File: src/rtl/rx_sys.sv
`default_nettype none
// ============================================================================
// Module   : rx_sys
// Brief    : 8N1 UART receiver, 16x oversampling with 2-of-3 mid-bit majority,
//            single-entry output register with ready/ack, overrun and framing error.
// Revision : 1.0  initial release
// ============================================================================
module rx_sys #(
    parameter int CLK_DIV = 27
) (
    input  logic       clock,
    input  logic       reset,
    input  logic       rxPin,
    output logic [7:0] data,
    output logic       ready,
    input  logic       ack,
    output logic       frameErr,
    output logic       overrun
);
    localparam int DIV_W = (CLK_DIV > 1) ? $clog2(CLK_DIV) : 1;

    typedef enum logic [2:0] {
        S_IDLE  = 3'd0,
        S_START = 3'd1,
        S_DATA  = 3'd2,
        S_STOP  = 3'd3,
        S_BREAK = 3'd4
    } state_t;

    state_t             state_q, state_d;
    logic [DIV_W-1:0]   div_q, div_d;
    logic [3:0]         sub_q, sub_d;
    logic [2:0]         bit_q, bit_d;
    logic [7:0]         shift_q, shift_d;
    logic               smp7_q, smp7_d;
    logic               smp8_q, smp8_d;
    logic               sync1_q, sync1_d;
    logic               sync2_q, sync2_d;
    logic [7:0]         data_q, data_d;
    logic               ready_q, ready_d;
    logic               frame_err_q, frame_err_d;
    logic               overrun_q, overrun_d;

    logic               rx_s;
    logic               tick;
    logic               maj;
    logic               good;

    assign rx_s = sync2_q;
    assign tick = (div_q == DIV_W'(CLK_DIV - 1));
    // Third vote is the live sample taken on the sub-tick-9 tick itself.
    assign maj  = (smp7_q & smp8_q) | (smp7_q & rx_s) | (smp8_q & rx_s);

    always_comb begin
        state_d     = state_q;
        sub_d       = sub_q;
        bit_d       = bit_q;
        shift_d     = shift_q;
        smp7_d      = smp7_q;
        smp8_d      = smp8_q;
        data_d      = data_q;
        ready_d     = ready_q;
        overrun_d   = overrun_q;
        frame_err_d = 1'b0;
        good        = 1'b0;
        sync1_d     = rxPin;
        sync2_d     = sync1_q;
        div_d       = tick ? '0 : div_q + DIV_W'(1);

        if (tick) begin
            if (sub_q == 4'd7) smp7_d = rx_s;
            if (sub_q == 4'd8) smp8_d = rx_s;

            case (state_q)
                S_IDLE: begin
                    if (!rx_s) begin
                        state_d = S_START;
                        sub_d   = 4'd1;
                    end
                end
                S_START: begin
                    sub_d = sub_q + 4'd1;
                    if (sub_q == 4'd9 && maj) begin
                        state_d = S_IDLE;
                    end else if (sub_q == 4'd15) begin
                        state_d = S_DATA;
                        bit_d   = 3'd0;
                    end
                end
                S_DATA: begin
                    sub_d = sub_q + 4'd1;
                    if (sub_q == 4'd9) shift_d = {maj, shift_q[7:1]};
                    if (sub_q == 4'd15) begin
                        bit_d = bit_q + 3'd1;
                        if (bit_q == 3'd7) state_d = S_STOP;
                    end
                end
                S_STOP: begin
                    sub_d = sub_q + 4'd1;
                    if (sub_q == 4'd9) begin
                        if (maj) begin
                            good    = 1'b1;
                            state_d = S_IDLE;
                        end else begin
                            frame_err_d = 1'b1;
                            state_d     = S_BREAK;
                        end
                    end
                end
                S_BREAK: begin
                    if (rx_s) state_d = S_IDLE;
                end
                default: state_d = S_IDLE;
            endcase
        end

        // A new byte wins over a same-cycle ack; only an unacked byte is lost.
        if (good) begin
            data_d  = shift_q;
            ready_d = 1'b1;
            if (ready_q && !ack) overrun_d = 1'b1;
        end else if (ready_q && ack) begin
            ready_d = 1'b0;
        end
    end

    always_ff @(posedge clock) begin
        if (reset) begin
            state_q     <= S_IDLE;
            div_q       <= '0;
            sub_q       <= 4'd0;
            bit_q       <= 3'd0;
            shift_q     <= 8'h00;
            smp7_q      <= 1'b0;
            smp8_q      <= 1'b0;
            sync1_q     <= 1'b1;
            sync2_q     <= 1'b1;
            data_q      <= 8'h00;
            ready_q     <= 1'b0;
            frame_err_q <= 1'b0;
            overrun_q   <= 1'b0;
        end else begin
            state_q     <= state_d;
            div_q       <= div_d;
            sub_q       <= sub_d;
            bit_q       <= bit_d;
            shift_q     <= shift_d;
            smp7_q      <= smp7_d;
            smp8_q      <= smp8_d;
            sync1_q     <= sync1_d;
            sync2_q     <= sync2_d;
            data_q      <= data_d;
            ready_q     <= ready_d;
            frame_err_q <= frame_err_d;
            overrun_q   <= overrun_d;
        end
    end

    assign data     = data_q;
    assign ready    = ready_q;
    assign frameErr = frame_err_q;
    assign overrun  = overrun_q;

endmodule
`default_nettype wire

File: config.mk
export PLATFORM = sky130hd
export DESIGN_NAME = rx_sys
export DESIGN_NICKNAME = d
export VERILOG_FILES = /design/src/rtl/rx_sys.sv
export SDC_FILE = /design/constraint.sdc
export NUM_CORES = 1
export LEC_CHECK = 0
export CORE_MARGIN = 2
export CORE_UTILIZATION = 44
export CTS_BUF_LIST = sky130_fd_sc_hd__clkbuf_4 sky130_fd_sc_hd__clkbuf_8
export DETAILED_ROUTE_END_ITERATION = 16
export PLACE_DENSITY_LB_ADDON = 0.3
export SETUP_SLACK_MARGIN = 0.02
export SLEW_MARGIN = 20
export SYNTH_ARGS = -nofsm -noshare
export SYNTH_HDL_FRONTEND = slang
export SYNTH_SLANG_ARGS = --single-unit
File: constraint.sdc
create_clock -name clock -period 4.7 [get_ports clock]
set_input_delay 0.705 -clock clock [delete_from_list [all_inputs] [get_ports clock]]
set_output_delay 0.705 -clock clock [all_outputs]
set_load 0.01 [all_outputs]
==> qor.txt, run 1 <==
Status -> completed
Average size of a mapped cell -> 9.70 um2
Sum Neg Setup Slack -> 0 ns
Post-CTS resize count -> 0
Final Hold Viols -> 0
Crit path time final -> 2.04 ns
RSZ-0062 raised after global routing -> no
Synth warn -> 0
Count of state elements after synthesis -> 38
Pleak -> 0.740 nW
Initial antenna violation count -> 0
Measured slew at the worst slew-check pin -> 0.658 ns
Drt total wl -> 3230 um
Clock Root Buffer -> clkbuf_8
Die height -> 66.3 um
Crit Path Max Fanout -> 15
NumNets Final -> 197
Max Clk Rate -> 490 MHz
Worst path arrival time -> 2.21 ns
Clock Skews -> 0.00371 ns
Sequential share of the synthesized area -> 44.6%
Worst-Skew Late Latency -> 0.29 ns
Pre-CTS setup slack -> 2.01 ns
H-tree Lvls -> 2
Count of buffers from port buffering -> 14
Slew Limit Fails -> 0
Slew headroom -> 55.8%
Busiest grt layer -> met2
Dpl cell area -> 1870 um2
Crit-path cells -> inv_1 -> ha_1 -> nand4b_4 -> nor4_4 -> mux2i_1 -> nor2_1
DR vias/cell -> 5.44
Chip width -> 66.3 um
Post-route DRC -> 0
Critical path capture point type -> register
Rows -> 22
Final hold slack -> 0.411 ns
Final setup fails -> 0
GP Congestion -> 0.774
Syn Nets -> 187
Share of layout cells above drive strength 1 -> 10.2%
DIE AREA -> 4390 um2
Flop-to-flop setup slack -> 2.66 ns
TritonCTS clock tree -> yes
Slowest cell on the critical path -> nor4_4
Crit path buf inv count -> 1
Synth cell types -> 42
Vias in the first global route -> 1298
Crit path depth -> 6
Synthesis-to-layout area growth -> 14.7%
Core area -> 3690 um2
DR pass1 iterations -> 4
Io pins -> 15
Wire per inst -> 13.7 um
Post-route worst setup slack -> 2.66 ns
Number of diodes -> 0
GR met1 Demand/Resource -> 19.6%
Worst VDD drop -> 0.252 mV
Synth area leaders -> dfxtp_1, mux2i_1, nor2_1
Initial drt markers -> 27
Cells after DPL -> 227
# Post-CTS Setup Buffers -> 0
Largest net degree at the start of global routing -> 35
Grt met3 use -> 6.30%
Vias -> 1279
Finished Layout Cells -> 235
GR Util All Layers -> 17.4%
Critical Path RT -> 4.87 ns
Worst-path clk slew -> 0.08 ns
GRT overflow -> 0
Max_cap viols -> 0
Starting Density -> 46.3%
Dominant cell type by area after synthesis -> dfxtp_1
DP HPWL -> 2190 um
Cts bufs inserted -> 5
CP Class -> reg -> reg
Mapped cell area -> 1710 um2
Final period util -> 43.4%
Worst r2r path cells -> 6
Antenna-violating nets left -> 0
Gate Count Post-Synth -> 176
Critical path launch point type -> register
Cell family with most CP delay -> simple AND/OR/NAND/NOR gates
Hold Buf Count CTS -> 0
Hold Crit Depth -> 1
Worst Hold Class -> reg -> reg
Power Density -> 292 nW/um2
Largest stage delay, worst path -> 0.69 ns
Met2 Track Usage GR -> 30.0%
Longest Clk Path Bufs -> 2
Share of Yosys cell area claimed by the top area cell type -> 44.6%
First-pass GRT wire length -> 5790 um
Design area -> 1960 um2
CTS sink cnt -> 38
[kinds of logic after synthesis]
group | count (synthesis) | synth area share [%]
AO/OA/AOI/OAI | 25 | 10.4
XOR/XNOR | 3 | 1.54
adder cells (fa/ha/maj) | 8 | 5.72
buffers and inverters | 15 | 3.45
flip-flops | 38 | 44.6
multiplexers | 20 | 11.8
AND/OR/NAND/NOR | 67 | 22.5
[where the power goes]
| part | total, mW | leakage (nW) | switching, mW | internal (mW) |
|---|---|---|---|---|
| logic | 0.0150 | 0.389 | 0.00870 | 0.00629 |
| clock network | 0.229 | 0.0441 | 0.125 | 0.104 |
| registers | 0.327 | 0.307 | 0.00262 | 0.325 |
| total | 0.571 | 0.740 | 0.136 | 0.435 |
[worst paths after layout]
path / from / endpoint
max: div_q[0] / shift_q[4]
min: sync1_q / rx_s
max reg2reg: div_q[0] / shift_q[4]
min reg2reg: sync1_q / rx_s
[cell usage after synthesis]
library cell and number:
a31oi_1 1, nor3_1 3, o21ba_2 1, xor2_1 1, nand2_1 5, mux2_2 1, and3b_1 2, nand4b_4 1
a211o_1 1, nor4b_1 4, nor4_4 1, xnor2_1 2, maj3_1 1, nor2b_1 3, a21o_1 1, nand2b_1 3
mux2i_1 19, a32o_1 1, and3_1 1, dfxtp_1 38, o22ai_1 1, nand3b_1 2, a21oi_1 5, buf_1 1
o21ai_0 4, ha_1 7, a22oi_1 1, nor4_1 2, nor2_1 31, nand3b_4 1, a22o_1 2, buf_2 2
or2_2 3, inv_1 3, clkbuf_1 9, and2_1 1, a41oi_1 1, nand3_1 4, a32oi_1 1, o22a_1 2
o311ai_0 1, a211oi_1 2
[cell type report]
type | instances | area, um2
repair buffers | 15 | 143
fillers | 337 | 1730
inverters | 3 | 11.3
flip-flops and latches | 38 | 761
clock inverters | 3 | 21.3
multi-input cells | 123 | 893
well taps | 48 | 60.1
clock buffers | 5 | 68.8
[placed cells by master (no fill, tap or decap), types with 2 or more instances in the layout]
cell type / count
a211oi_1: 2
a21oi_1: 5
a22o_1: 2
and3b_1: 2
clkbuf_8: 5
clkdlybuf4s50_1: 13
dfxtp_1: 38
ha_1: 7
inv_1: 3
mux2i_1: 19
nand2_1: 5
nand2b_1: 3
nand3_1: 4
nand3b_1: 2
nor2_1: 31
nor2b_1: 3
nor3_1: 3
nor4_1: 2
nor4b_1: 3
o21ai_0: 4
o22a_1: 2
or2_2: 3
xnor2_1: 2
[layer usage]
| layer | part of all wire [%] | wire, um | vias to the layer above |
|---|---|---|---|
| met5 | 0 | 0 | - |
| met4 | 1.6 | 53 | 0 |
| met3 | 4.8 | 155 | 5 |
| met2 | 50 | 1600 | 29 |
| met1 | 44 | 1410 | 606 |
| li1 | - | - | 639 |
[flip-flops by register name, indices dropped and copies added, names as in the netlist]
signal    flops
rx_s          1
ready         1
overrun       1
sync1_q       1
shift_q       8
sub_q         4
div_q         5
frameErr      1
smp7_q        1
smp8_q        1
bit_q         3
data          8
state_q       3
[through the flow]
stage / util (%) / power, mW
finish: 53.1 / 0.571
global route: 53.1 / 0.596
CTS: 53.2 / 0.578
detailed placement: 50.8 / 0.350
global placement: 50.8 / 0.349
floorplan: - / 0.346
No activity file was read; power rests on OpenSTA's default activity.
==> run 2, diff against run 1 <==
==> constraint.sdc (replaced) <==
create_clock -name clock -period 1.83 [get_ports clock]
set_input_delay 0.2745 -clock clock [delete_from_list [all_inputs] [get_ports clock]]
set_output_delay 0.2745 -clock clock [all_outputs]
set_load 0.01 [all_outputs]
==> run 2 against run 1 <==
Total power grew to 2.6 times the previous value; sequential power rose to 2.6 times the previous value; cell count rose by 4.7%; register-to-register slack worse by 2.6 ns; largest cell class unchanged; combinational power rose to 2.9 times the previous value; critical path type unchanged; largest power group unchanged; fmax is 17% higher; routed wire length grew 0.84%; flip-flop and latch count unchanged; first-iteration DRC count rose to 2.7 times the previous value; non-clock buffer count is 11 higher; hold slack better by 0.0037 ns; design area is 6.3% higher.
==> qor.txt, run 2 (synthesis gave the netlist of run 1 again) <==
Status -> completed
Commonest cells after routing, fill and taps aside -> dfxtp_1, nor2_1, mux2i_1, clkdlybuf4s50_1, buf_4
GR Util All Layers -> 16.0%
Count of buffers from port buffering -> 14
DP HPWL -> 2250 um
Clock Skews -> 0.00334 ns
Vias -> 1297
Critical path launch point type -> register
Vias in the first global route -> 1265
Starting Density -> 46.3%
CP Class -> reg -> reg
Share of layout cells above drive strength 1 -> 16.2%
Slew headroom -> 74.5%
Cts bufs inserted -> 5
Initial drt markers -> 74
Cells after DPL -> 234
CTS sink cnt -> 38
Critical path capture point type -> register
Pleak -> 0.818 nW
Synthesis-to-layout area growth -> 21.9%
DIE AREA -> 4390 um2
Rows -> 22
GRT overflow -> 0
NumNets Final -> 208
Worst-Skew Late Latency -> 0.29 ns
Io pins -> 15
Finished Layout Cells -> 246
Initial antenna violation count -> 0
Final Hold Viols -> 0
Worst-path clk slew -> 0.08 ns
H-tree Lvls -> 2
Worst VDD drop -> 0.565 mV
First-pass GRT wire length -> 5390 um
Leading cell type in the layout, fill and taps excluded -> dfxtp_1
Post-route DRC -> 0
Final Power -> 1.50 mW
RSZ-0062 raised after global routing -> yes
Die height -> 66.3 um
Longest Clk Path Bufs -> 2
DR pass1 iterations -> 4
Core area -> 3690 um2
Max_cap viols -> 0
Crit path time final -> 1.74 ns
Final hold slack -> 0.415 ns
Clock Root Buffer -> clkbuf_8
Final setup fails -> 0
Antenna-violating nets left -> 0
GP Congestion -> 0.856
Wire per inst -> 13.2 um
Drt total wl -> 3250 um
Post-route worst setup slack -> 0.0851 ns
Final period util -> 95.4%
Measured slew at the worst slew-check pin -> 0.382 ns
Power Density -> 719 nW/um2
Hold Buf Count CTS -> 0
Crit Path Max Fanout -> 7
Number of diodes -> 0
Max Clk Rate -> 573 MHz
Pre-CTS setup slack -> 0.0640 ns
Critical Path RT -> 2.06 ns
Chip width -> 66.3 um
DR vias/cell -> 5.27
TritonCTS clock tree -> yes
Worst path arrival time -> 1.98 ns
Largest net degree at the start of global routing -> 19
Slew Limit Fails -> 0
Worst Hold Class -> reg -> reg
-- run 2: stage by stage --
step	setup TNS, ns	util (%)	instance area, um2
3_3_place_gp	0	52.2	1930
5_1_grt	-0.0149	56.4	2080
3_5_place_dp	0	52.2	1930
4_1_cts	0	54.9	2020
2_1_floorplan	0	-	1710
6_report	0	56.4	2080
-- run 2: layout make-up --
class | count | area (um2)
clock inverter | 2 | 16.3
multi-input combinational | 123 | 912
sequential | 38 | 761
fill | 327 | 1610
tap | 48 | 60.1
timing repair buffer | 26 | 238
clock buffer | 6 | 82.6
inverter | 3 | 11.3
-- run 2: repair_timing --
item	CTS	global route
setup endpoints to repair	0	20
buffers inserted	0	3
resized for setup	0	10
-- run 2: path summary, 6_finish.rpt --
path              slack [ns]       end      from  cells after the start
setup / recovery        0.09  bit_q[1]  div_q[0]                      7
hold / removal          0.41      rx_s   sync1_q                      1
setup reg to reg        0.09  bit_q[1]  div_q[0]                      7
hold reg to reg         0.41      rx_s   sync1_q                      1
-- run 2: power breakdown --
part           switching (mW)  internal [mW]  total (mW)
clock                   0.301          0.310       0.611
combinational          0.0228         0.0213      0.0441
sequential            0.00698          0.834       0.841
total                   0.331           1.16        1.50
-- run 2: worst max-delay path, stage by stage (launching register included) --
cell and delay, ns:
dfxtp_1 0.34, inv_1 0.06, ha_1 0.20, nand4b_4 0.21
buf_4 0.22, nor3_1 0.25, and3b_2 0.27, a22o_1 0.14
-- run 2: per-layer routing --
metal	global-route usage, %	vias up	wire length [um]
li1	-	659	-
met4	6.12	0	30
met2	25.9	25	1660
met5	0	-	0
met3	5.62	4	119
met1	19.3	609	1440
==> run 3, diff against run 2 <==
--- a/config.mk
+++ b/config.mk
@@ -5,6 +5,7 @@
 export SDC_FILE = /design/constraint.sdc
 export NUM_CORES = 1
 export LEC_CHECK = 0
+export CAP_MARGIN = 15
 export CORE_MARGIN = 2
 export CORE_UTILIZATION = 44
 export CTS_BUF_LIST = sky130_fd_sc_hd__clkbuf_4 sky130_fd_sc_hd__clkbuf_8
==> results of run 3 <==
Same layout as run 2: the final DEF is identical, and so are final timing and power.
==> patch: new RTL, config.mk and constraints of run 3 <==
Make the reset (`reset`) asynchronous in one clocked block.
--- a/src/rtl/rx_sys.sv
+++ b/src/rtl/rx_sys.sv
@@ -124,7 +124,7 @@
         end
     end
 
-    always_ff @(posedge clock) begin
+    always_ff @(posedge clock or posedge reset) begin
         if (reset) begin
             state_q     <= S_IDLE;
             div_q       <= '0;
Formal check against the unedited RTL: no difference found for any inputs over 10 cycles, from zero or initial values and one cycle with reset high; that may be too few to reach the edited logic, so the function may still have changed.
==> patch against run 3 <==
  * Wire length fell by 3.1%
  * Final area rose by 6.1%
  * Sequential share of layout area rose by 6.6 points
  * Worst setup slack got worse by 0.030 ns
  * Sequential cell count did not move
  * Clock power rose by 13%
  * Total power rose by 5.3%
  * Final cell count fell by 9.8%
  * Synthesized area rose by 6.9%
  * Combinational power fell by 25%
  * Critical path type unchanged
==> patch: results (changes against run 3) <==
Timing
  – Worst hold slack: 0.359 ns (-0.0556 ns)
  – Fin crit period: 1.78 ns (+0.0305 ns)
  – Tightest Pin Transition: 0.465 ns (+0.0827 ns)

GRT
  – Largest net degree at the start of global routing: 39 (+20)
  – Met2 Resource Use GR: 28.7% (+2.9 points)

Logic synthesis
  – Top post-synthesis cells by area: dfrtp_1 49%, mux2_2 6.8%, mux2_4 6.6%
  – Seq/Total Area, Yosys: 52.3% (+7.7 points)
  – Synth Area in XOR/XNOR: 0.960% (-0.58 points)
  – Avg Synthesized Cell Area: 12.6 µm² (+30%)
  – Synthesized Nets: 156 (-17%)
  – Adder-cell share of the synthesized area: 5.35% (-0.37 points)
  – Post-synthesis compound-gate area fraction: 9.40% (-1.0 points)

Critical path
  – CP max-delay cell: or4_4

Place
  – Dpl cells: 213 (-9.0%)
  – DP Wirelength: 2290 µm (+1.7%)
  – Gpl congestion: 0.802 (-6.4%)
  – Dpl cell area: 2060 µm² (+6.8%)

Route
  – Vias/cell: 5.45 (+3.4%)
  – Met2 wire len: 1650 µm (-0.72%)
  – Drt wl/cell: 14.2 µm (+7.4%)
  – Post-route met1 wirelength: 1340 µm (-6.9%)

Power
  – Leakage: 1.06 nW (+29%)

Run status
  – Outcome: finished, final reports clean

Layout
  – Final nets: 182 (-13%)

Worst hold path
  – Hold Path End: rx_s
==> patch: cell types whose count changed after synthesis, moves of 8 or more <==
cell | run 3 | this run
dfxtp_1 | 38 | 0
mux2i_1 | 19 | 1
clkbuf_1 | 9 | 1
mux2_4 | 0 | 8
dfrtp_1 | 0 | 36
mux2_2 | 1 | 11
nor2_1 | 31 | 12
==> patch: area by class of cell <==
cell class | count | area (µm²) | area share, %
clock buffer | 5 | 68.8 | 3.12
clock inverter | 3 | 40.0 | 1.81
inverter | 6 | 22.5 | 1.02
multi-input combinational | 94 | 830 | 37.6
sequential | 38 | 953 | 43.2
tap | 50 | 62.6 | 2.83
timing repair buffer | 26 | 230 | 10.4
==> patch: what timing repair did <==
| action | in CTS | in global routing |
|---|---|---|
| setup buffers | 0 | 1 |
| endpoints found under the hold margin | 0 | 0 |
| resized for setup | 0 | 7 |
| setup endpoints to repair | 0 | 21 |
